`config.mk`:
```
export PLATFORM = sky130hd
export DESIGN_NAME = wb_daq_sample_packer
export DESIGN_NICKNAME = d
export VERILOG_FILES = /design/src/rtl/wb_daq_pkg.sv /design/src/rtl/wb_daq_sync_fifo.sv /design/src/rtl/wb_daq_sample_packer.sv
export SDC_FILE = /design/constraint.sdc
export NUM_CORES = 1
export LEC_CHECK = 0
export CORE_ASPECT_RATIO = 1.25
export CORE_MARGIN = 1.5
export CORE_UTILIZATION = 40
export DETAILED_ROUTE_END_ITERATION = 12
export GPL_TIMING_DRIVEN = 1
export HOLD_SLACK_MARGIN = 0.08
export SYNTH_ARGS = -nofsm -noshare
export SYNTH_HDL_FRONTEND = slang
export SYNTH_SLANG_ARGS = --single-unit
```
`constraint.sdc`:
```
create_clock -name wb_clk -period 12.6 [get_ports wb_clk]
set_clock_uncertainty 0.1 [all_clocks]
set_input_delay 1.89 -clock wb_clk [delete_from_list [all_inputs] [get_ports wb_clk]]
set_output_delay 1.89 -clock wb_clk [all_outputs]
set_load 0.01 [all_outputs]
```
`src/rtl/wb_daq_pkg.sv`:
```
// Shared constants, FSM encoding and lane helpers for the DAQ sample packer.
package wb_daq_pkg;

    localparam int DAQ_DW      = 32;
    localparam int DAQ_ADC_DW  = 8;
    localparam int DAQ_FIFO_AW = 3;

    typedef enum logic [1:0] {
        IDLE  = 2'd0,
        PACK  = 2'd1,
        FLUSH = 2'd2
    } daq_state_e;

    // Samples per output word.
    function automatic int daq_spw(input int dw, input int adc_dw);
        return dw / adc_dw;
    endfunction

    // Width of the lane index; at least one bit so ports stay legal.
    function automatic int daq_lane_w(input int dw, input int adc_dw);
        return (dw / adc_dw > 1) ? $clog2(dw / adc_dw) : 1;
    endfunction

endpackage

```
`src/rtl/wb_daq_sync_fifo.sv`:
```
// Single-clock show-ahead FIFO: registered head, separate level counter,
// drop strobe when a push hits a full FIFO with no pop in the same cycle.
module wb_daq_sync_fifo #(
    parameter int DW = 32,
    parameter int AW = 3
) (
    input  logic          clk,
    input  logic          rst_n,
    input  logic          push,
    input  logic [DW-1:0] wdata,
    input  logic          pop,
    output logic [DW-1:0] head,
    output logic          full,
    output logic          empty,
    output logic [AW:0]   level,
    output logic          drop
);
    localparam int DEPTH = 1 << AW;

    logic [DW-1:0] mem_q [DEPTH];
    logic [AW-1:0] wr_ptr_q, rd_ptr_q, rd_nxt;
    logic [AW:0]   level_q;
    logic [DW-1:0] head_q;
    logic          do_push, do_pop;

    // Empty is judged before any same-cycle push, so a pop on empty is dropped;
    // a full FIFO still accepts a push when a pop frees the slot.
    assign empty   = (level_q == '0);
    assign full    = (level_q == (AW+1)'(DEPTH));
    assign do_pop  = pop & ~empty;
    assign do_push = push & (~full | do_pop);
    assign drop    = push & full & ~do_pop;
    assign rd_nxt  = rd_ptr_q + 1'b1;
    assign head    = head_q;
    assign level   = level_q;

    // Storage array, no reset needed: contents are qualified by level.
    always_ff @(posedge clk) begin
        if (do_push) mem_q[wr_ptr_q] <= wdata;
    end

    // Pointers, level counter and the registered head word.
    always_ff @(posedge clk or negedge rst_n) begin
        if (!rst_n) begin
            wr_ptr_q <= '0;
            rd_ptr_q <= '0;
            level_q  <= '0;
            head_q   <= '0;
        end else begin
            if (do_push) wr_ptr_q <= wr_ptr_q + 1'b1;
            if (do_pop)  rd_ptr_q <= rd_nxt;
            case ({do_push, do_pop})
                2'b10:   level_q <= level_q + 1'b1;
                2'b01:   level_q <= level_q - 1'b1;
                default: level_q <= level_q;
            endcase
            // Head holds its last value once the FIFO drains.
            if (empty && do_push) begin
                head_q <= wdata;
            end else if (do_pop) begin
                if (level_q > (AW+1)'(1)) head_q <= mem_q[rd_nxt];
                else if (do_push)         head_q <= wdata;
            end
        end
    end

endmodule

```
`src/rtl/wb_daq_sample_packer.sv`:
```
// Packs narrow ADC samples little-endian into bus words and buffers them
// for the DAQ bus master; start_sram requests service while words are held.
module wb_daq_sample_packer
    import wb_daq_pkg::*;
#(
    parameter int dw      = DAQ_DW,
    parameter int adc_dw  = DAQ_ADC_DW,
    parameter int fifo_aw = DAQ_FIFO_AW
) (
    input  logic                                wb_clk,
    input  logic                                wb_rst,
    input  logic                                enable,
    input  logic                                sample_valid,
    input  logic [adc_dw-1:0]                   sample_data,
    input  logic                                flush,
    input  logic                                data_ack,
    input  logic                                overflow_clear,
    output logic [dw-1:0]                       data_out,
    output logic                                start_sram,
    output logic [fifo_aw:0]                    fifo_level,
    output logic [daq_lane_w(dw, adc_dw)-1:0]   lane,
    output logic                                overflow
);
    localparam int SPW = daq_spw(dw, adc_dw);
    localparam int LW  = daq_lane_w(dw, adc_dw);

    daq_state_e    state_q, state_d;
    logic [LW-1:0] lane_q, lane_d;
    logic [dw-1:0] pack_q, pack_d, word;
    logic [dw-1:0] push_word;
    logic          push;
    logic          overflow_q;
    logic          fifo_full, fifo_empty, fifo_drop;

    // Next-state, lane/pack update and push generation.
    always_comb begin
        state_d   = state_q;
        lane_d    = lane_q;
        pack_d    = pack_q;
        word      = pack_q;
        push      = 1'b0;
        push_word = pack_q;
        case (state_q)
            IDLE: begin
                if (enable) state_d = PACK;
            end
            PACK: begin
                if (!enable) begin
                    // Partial word is discarded; buffered words stay.
                    state_d = IDLE;
                    lane_d  = '0;
                    pack_d  = '0;
                end else begin
                    if (sample_valid) word[lane_q*adc_dw +: adc_dw] = sample_data;
                    if (sample_valid && lane_q == LW'(SPW-1)) begin
                        push      = 1'b1;
                        push_word = word;
                        lane_d    = '0;
                        pack_d    = '0;
                    end else if (sample_valid) begin
                        lane_d = lane_q + 1'b1;
                        pack_d = word;
                    end
                    // A flush that lands with the completing sample is already covered.
                    if (flush && lane_d != '0) state_d = FLUSH;
                end
            end
            FLUSH: begin
                // Unfilled lanes are zero because pack is cleared on every push.
                push      = 1'b1;
                push_word = pack_q;
                lane_d    = '0;
                pack_d    = '0;
                state_d   = enable ? PACK : IDLE;
                if (enable && sample_valid) begin
                    pack_d[adc_dw-1:0] = sample_data;
                    lane_d             = (SPW > 1) ? LW'(1) : '0;
                end
            end
            default: begin
                state_d = IDLE;
                lane_d  = '0;
                pack_d  = '0;
            end
        endcase
    end

    // FSM, lane and pack registers.
    always_ff @(posedge wb_clk or negedge wb_rst) begin
        if (!wb_rst) begin
            state_q <= IDLE;
            lane_q  <= '0;
            pack_q  <= '0;
        end else begin
            state_q <= state_d;
            lane_q  <= lane_d;
            pack_q  <= pack_d;
        end
    end

    // Sticky overflow; a new drop wins over a same-cycle clear.
    always_ff @(posedge wb_clk or negedge wb_rst) begin
        if (!wb_rst)                      overflow_q <= 1'b0;
        else if (fifo_drop && fifo_full)  overflow_q <= 1'b1;
        else if (overflow_clear)          overflow_q <= 1'b0;
    end

    wb_daq_sync_fifo #(.DW(dw), .AW(fifo_aw)) u_fifo (
        .clk   (wb_clk),
        .rst_n (wb_rst),
        .push  (push),
        .wdata (push_word),
        .pop   (data_ack),
        .head  (data_out),
        .full  (fifo_full),
        .empty (fifo_empty),
        .level (fifo_level),
        .drop  (fifo_drop)
    );

    assign start_sram = ~fifo_empty;
    assign lane       = lane_q;
    assign overflow   = overflow_q;

endmodule

```
Yosys cells after proc, flatten, opt, wreduce, memory -nomap -nowiden:

Memories as Yosys holds them, arrays and structs flattened.
Cells that the tools add are included.

* bits in registers: 79
* bits in writable memories: 256
* output and inout port bits: 40
* word-level logic and storage cells: 85
* memories: 1

Memory list
* u_fifo.mem_q: words 8, bits a word 32, rd ports 1, clocked after Yosys merged registers in 0, wr ports 1, line wb_daq_sync_fifo.sv:20 `logic [DW-1:0] mem_q [DEPTH];`

* add/sub/neg operators: 6
* $lt $le $gt $ge: 1
* eq/ne operators: 9
* shifts and indexed selects: 2
* mux-type cells: 34
* bitwise logic cells: 9
* reduce and logical (&&, ||, !) cells: 15

Operators by type and width (number)
* $mux 32: 11
* $pmux 32 s3: 1
* $neg 5->34: 1
* $shift 8x34->32 const A: 1
* $shiftx 8x34->32: 1
* $bwmux 32: 1
* $mux 2: 8
* $pmux 2 s3: 2
* $mux 1: 8
* $mux 8: 1
* $pmux 4 s2: 1
* $reduce_bool 2->1: 4
* $add 3x1->3 const B: 2
* $eq 2x2->1 const B: 3
* $reduce_and 2->1: 3
* $logic_and 1x1->1: 5
* $add 4x1->4 const B: 1
* $and 1x1->1: 4
* $eq 2x1->1 const B: 2
* $eq 4x4->1 const B: 1
* $gt 4x1->1 const B: 1
* $logic_not 4->1: 1
* $ne 4x4->1 const B: 1
* $not 1->1: 4
* 8 further kinds: 8

Longest topological paths before layout:

* depth after elaboration: 11
* depth in mapped cells: 10
* gate-level depth less buffers: 9

Cells and area by module:

A second synthesis with hierarchy kept.

* cell total of the unflattened synthesis: 1033
* area, all modules: 14782.9 um^2

Modules (own cells, without submodules)
* wb_daq_sync_fifo: instances 1, cells an instance 801, area an instance 12580.8 um^2, seq. area each 8738.4 um^2
* wb_daq_sample_packer: instances 1, cells an instance 232, area an instance 2202.1 um^2, seq. area each 925.9 um^2

Least setup slack after synthesis:

OpenSTA, ideal clock, no wires.

* path type: input to register
* start: in sample_valid
* end: mem u_fifo.mem_q[0][0] (enable)
* setup time: 0.501 ns
* arrival time: 5.659 ns
* required time: 11.999 ns
* slack: 6.340 ns
* stages on the path: 5
* buffers on the path: 1
* cells stage by stage: buf_2 > a41o_2 > and3_1 > inv_2 > nor4_1

* word-level cells in the longest chain between the ends: 7

RTL lines
* from (decl): line wb_daq_sample_packer.sv:13 `input logic sample_valid,`
* $logic_and 1x1->1: line wb_daq_sample_packer.sv:55 `if (sample_valid && lane_q == LW'(SPW-1)) begin`
* $mux 1: line wb_daq_sample_packer.sv:55
* $mux 1: line wb_daq_sample_packer.sv:48 `if (!enable) begin`
* $pmux 1 s2: line wb_daq_sample_packer.sv:43 `case (state_q)`
* $and 1x1->1: line wb_daq_sync_fifo.sv:31 `assign do_push = push & (~full | do_pop);`
* $mux 1: line wb_daq_sync_fifo.sv:39 `if (do_push) mem_q[wr_ptr_q] <= wdata;`
* $mux 1 (not written as such): line wb_daq_sync_fifo.sv:39
* to (decl): line wb_daq_sync_fifo.sv:20

No other way between the ends.

Worst setup path in the final report:

* start: in sample_valid
* end: mem u_fifo.mem_q[6][6] (enable)

Same word-level chain as after synthesis.

==> tab_implementation.tex <==
\begin{tabular}{lr}
\hline
Metric & Value \\
\hline
\multicolumn{2}{l}{\textbf{Power and ir drop}} \\
\quad Worst vdd ir & 172.6 uV \\
\quad Sw Share & 0.3271 \\
\quad Clock share of power & 0.283 \\
\quad Power density of the placed cells & 213.5 nW/um\^{}2 \\
\quad Total power draw & 3.493 mW \\
\quad Cell-internal power & 2.350 mW \\
\quad Leakage component of the power & 5.194 nW \\
\quad Net Switching & 1.143 mW \\
\quad Sequential fraction of design power & 0.391 \\
\quad Part of the power in combinational logic & 0.326 \\
\multicolumn{2}{l}{\textbf{Timing}} \\
\quad Final max-slew violation count & 0 \\
\quad Final setup margin & 8.109 ns \\
\quad Setup repair after global routing missed its margin & false \\
\quad Total setup violations reported at the end of the flow & 0 \\
\quad Hold Worst Slack & 0.3959 ns \\
\quad Setup Total Neg Slack & 0 ns \\
\quad Rel. slew slack & 0.2156 \\
\quad Hold violation count in the final report & 0 \\
\quad Slew of the pin with the lowest slew margin & 1.177 ns \\
\quad Crit share post-route & 0.3564 \\
\quad Achievable frequency & 222.7 MHz \\
\quad Fin crit period & 4.491 ns \\
\multicolumn{2}{l}{\textbf{Synthesis}} \\
\quad Netlist area before placement & 14260 um\^{}2 \\
\quad Number of synthesized register bits & 335 \\
\quad Warnings, synthesis & 0 \\
\quad Synthesized netlist net count & 845 \\
\quad Proportion of synthesized chip area in sequential cells & 0.6775 \\
\quad Post-synthesis average cell area & 17.50 um\^{}2 \\
\quad Instance count of the mapped netlist & 815 \\
\quad Top\_reg\_cell synth & edfxtp\_1 \\
\quad Count of flip-flops with a built-in enable after synthesis & 256 \\
\quad Post-synthesis async set-or-reset flop share & 0.2358 \\
\quad Unique cell type count in the Yosys netlist & 66 \\
\multicolumn{2}{l}{\textbf{CTS}} \\
\quad CTS H-tree depth & 2 \\
\quad Number of buffers added for setup after CTS & 0 \\
\quad Insertion delay of the later-clocked pin in the worst-skew pair & 0.52 ns \\
\quad Clock transition time at the flip-flop clock pins of the worst setup and hold paths & 0.06 ns \\
\quad Post-cts gate resize count & 0 \\
\quad CTS root buf & clkbuf\_16 \\
\quad Clock tree from TritonCTS & yes \\
\quad Clock sink total & 335 \\
\quad Count of hold buffers inserted by post-cts repair & 0 \\
\quad CTS Buffer Depth & 3 \\
\quad CTS Buf Count & 34 \\
\multicolumn{2}{l}{\textbf{Global routing}} \\
\quad Total GRT Usage & 0.1816 \\
\quad Antenna violations before repair & 0 \\
\quad Met3 demand-to-capacity share in global routing & 0.02547 \\
\quad Number of global-route vias before repair & 8014 \\
\quad Met2 track utilization from global routing & 0.3079 \\
\quad Global-route wire length before repair & 49.89 mm \\
\quad GR Layer Usage met1 & 0.2417 \\
\quad Most congested layer reported by global routing & met2 \\
\quad Maximum number of pins on one net before global-route repair & 58 \\
\quad Overall overflow remaining after global route & 0 \\
\multicolumn{2}{l}{\textbf{Setup path}} \\
\quad Worst reg2reg path startpoint & lane[0]\$\_DFFE\_PN0N\_ \\
\quad Crit-path cells & clkdlybuf4s50\_1, a41o\_2, and3\_1, nand2\_1, nor2\_4 \\
\quad Count of cells along the worst register-to-register path & 5 \\
\quad Category of the critical setup timing path & input pin to flip-flop \\
\quad Critical-path maximum fanout & 32 \\
\quad Nature of the critical path startpoint & input pin \\
\quad Required time of the critical path & 12.63 ns \\
\quad R2R Setup Slk & 9.07 ns \\
\quad Cell type of the slowest stage on the worst timing path & nor2\_4 \\
\quad Arrival time reported for the critical path endpoint & 4.52 ns \\
\quad Critical register-to-register path endpoint & u\_fifo.mem\_q[3][21]\$\_DFFE\_PP\_ \\
\quad Worst Setup End Kind & flip-flop \\
\quad Crit-path max cell delay & 0.95 ns \\
\multicolumn{2}{l}{\textbf{Cells and area}} \\
\quad Sequential cell area & 9668 um\^{}2 \\
\quad Layout cells sized above 1 & 0.2298 \\
\quad Finished Core Util & 0.4640 \\
\quad Final Instance Count excl. Fillers & 1366 \\
\quad Most frequent standard cell in the layout excluding fill and tap cells & edfxtp\_1 \\
\quad Final design instance area without fill & 16360 um\^{}2 \\
\quad Number of nets in the layout & 896 \\
\quad Antenna diodes & 0 \\
\quad Area growth, synth to finish & 14.70\% \\
\quad FILL cells & 3045 \\
\quad Footprint of the multi-input gates & 4284 um\^{}2 \\
\quad Most frequent cells in the layout & edfxtp\_1, dfrtp\_1, mux4\_2, clkdlybuf4s50\_1, o21ai\_0 \\
\multicolumn{2}{l}{\textbf{Floorplanning}} \\
\quad Floorplan die height & 214.1 um \\
\quad Width of the chip & 171.9 um \\
\quad Total die area & 36810 um\^{}2 \\
\quad Initial standard-cell utilization of the core & 0.4045 \\
\quad Number of ports placed on the die boundary & 55 \\
\quad Placeable core region & 35260 um\^{}2 \\
\quad Placement row count & 77 \\
\multicolumn{2}{l}{\textbf{Job}} \\
\quad MaxCap Viol Count & 0 \\
\multicolumn{2}{l}{\textbf{Status}} \\
\quad Result of the run & complete, no violations \\
\multicolumn{2}{l}{\textbf{Hold path}} \\
\quad Worst min path class & flip-flop to flip-flop \\
\quad Hold-critical path endpoint & pack\_q[31]\$\_DFFE\_PN0P\_ \\
\quad Min-Delay Path Depth & 1 \\
\quad Startpoint of the tightest hold check path & pack\_q[31]\$\_DFFE\_PN0P\_ \\
\multicolumn{2}{l}{\textbf{Place}} \\
\quad Number of port buffers & 54 \\
\quad Post-placement setup slack & 7.548 ns \\
\quad DP Cell Count & 1304 \\
\quad Total half-perimeter wirelength after legalization and detailed placement & 19.56 mm \\
\quad Standard cell area after detailed placement & 15270 um\^{}2 \\
\quad Final weighted congestion in routability-driven placement & 0.7558 \\
\multicolumn{2}{l}{\textbf{Routing}} \\
\quad Total wirelength of the detailed-routed design & 32.39 mm \\
\quad DRC Markers & 0 \\
\quad ANT nets after route & 0 \\
\quad Via density per instance & 5.649 \\
\quad Number of DRC markers in iteration 0 & 532 \\
\quad Routed vias & 7717 \\
\quad Detailed-routing iteration count for the pre-antenna-repair pass & 5 \\
\quad Routed WL per cell & 23.71 um \\
\hline
\end{tabular}
[worst max-delay path: cells and delay by family]
family          cells  cell delay [ns]
simple gates        3             1.42
buf+inv             1             0.84
compound gates      1             0.34
[sequential cells by signal, summed over array words and instances (netlist names)]
register / count
lane: 2
u_fifo.wr_ptr_q: 3
u_fifo.level: 4
u_fifo.rd_ptr_q: 3
u_fifo.mem_q: 256
state_q: 2
overflow: 1
pack_q: 32
u_fifo.head: 32
[logic make-up (layout without fill, tap and decap cells)]
family                     Yosys count  after routing  share of synthesized area
DFF                                335            335                     0.6775
xor gates and xnor gates             9              9                   0.006843
AOI/OAI and AO/OA                  199            199                     0.1095
adders and majority gates           15             15                    0.01316
muxes                               90             90                     0.1208
and+or+nand+nor                     96             96                    0.04491
buffers and inverters               71            148                    0.02728
[Yosys cell counts, types with 3 or more instances]
master | count | area share
o21bai_4 | 3 | 0.0039
a221oi_1 | 14 | 0.0086
nor4_1 | 9 | 0.0039
nor3_1 | 4 | 0.0014
buf_4 | 11 | 0.0058
nor4_4 | 3 | 0.0045
xnor2_1 | 6 | 0.0037
buf_1 | 6 | 0.0016
buf_2 | 15 | 0.0053
nor2b_1 | 10 | 0.0044
inv_1 | 12 | 0.0032
dfrtp_1 | 79 | 0.14
nor4bb_1 | 8 | 0.0056
o21ai_1 | 9 | 0.0032
o31ai_2 | 22 | 0.019
nand2b_1 | 11 | 0.0048
edfxtp_1 | 256 | 0.54
clkbuf_1 | 17 | 0.0045
ha_1 | 15 | 0.013
a211oi_1 | 8 | 0.0042
mux2_2 | 17 | 0.013
o22ai_1 | 25 | 0.011
nand2_2 | 3 | 0.0013
a22o_1 | 32 | 0.020
a22oi_1 | 16 | 0.0084
a21o_1 | 8 | 0.0042
and3_1 | 3 | 0.0013
mux2i_1 | 9 | 0.0063
mux4_2 | 64 | 0.10
nand3_1 | 4 | 0.0014
buf_6 | 5 | 0.0039
nand2_1 | 15 | 0.0039
nor2_1 | 10 | 0.0026
a21oi_1 | 3 | 0.0011
o21ai_0 | 45 | 0.016
[how the worst max path moves through the flow]
| stage | depth (start not counted) | slack (ns) | start | to |
|---|---|---|---|---|
| 2_1_floorplan | 5 | 6.34 | sample_valid | u_fifo.mem_q[0][0]$_DFFE_PP_ |
| 3_3_place_gp | 5 | 7.61 | sample_valid | u_fifo.mem_q[6][6]$_DFFE_PP_ |
| 3_5_place_dp | 5 | 7.55 | sample_valid | u_fifo.mem_q[6][6]$_DFFE_PP_ |
| 4_1_cts | 5 | 8.08 | sample_valid | u_fifo.mem_q[6][6]$_DFFE_PP_ |
| 5_1_grt | 5 | 7.89 | sample_valid | u_fifo.mem_q[6][6]$_DFFE_PP_ |
| 6_report | 5 | 8.11 | sample_valid | u_fifo.mem_q[6][6]$_DFFE_PP_ |
[final cells by class]
class,count,share of cell area
clock buffers,48,0.05644
clock inverters,14,0.009942
inverters,13,0.002983
multi-input cells,409,0.2619
flip-flops and latches,335,0.5909
well taps,474,0.03625
repair buffers,73,0.04160
[power by group through the flow]
stage	Sequential, mW	Clock [mW]	Combinational (mW)
floorplan	1.36	0	0.817
global placement	1.39	0	1.14
detailed placement	1.39	0	1.15
CTS	1.37	1.01	1.15
global route	1.38	1.05	1.22
finish	1.36	0.989	1.14
[metal layers]
metal  share of wire  routed length, um
met1            0.43              13900
met2            0.52              16700
met3           0.035               1144
met4           0.020                639
met5               0                  0
No activity file was read; power rests on OpenSTA's default activity.
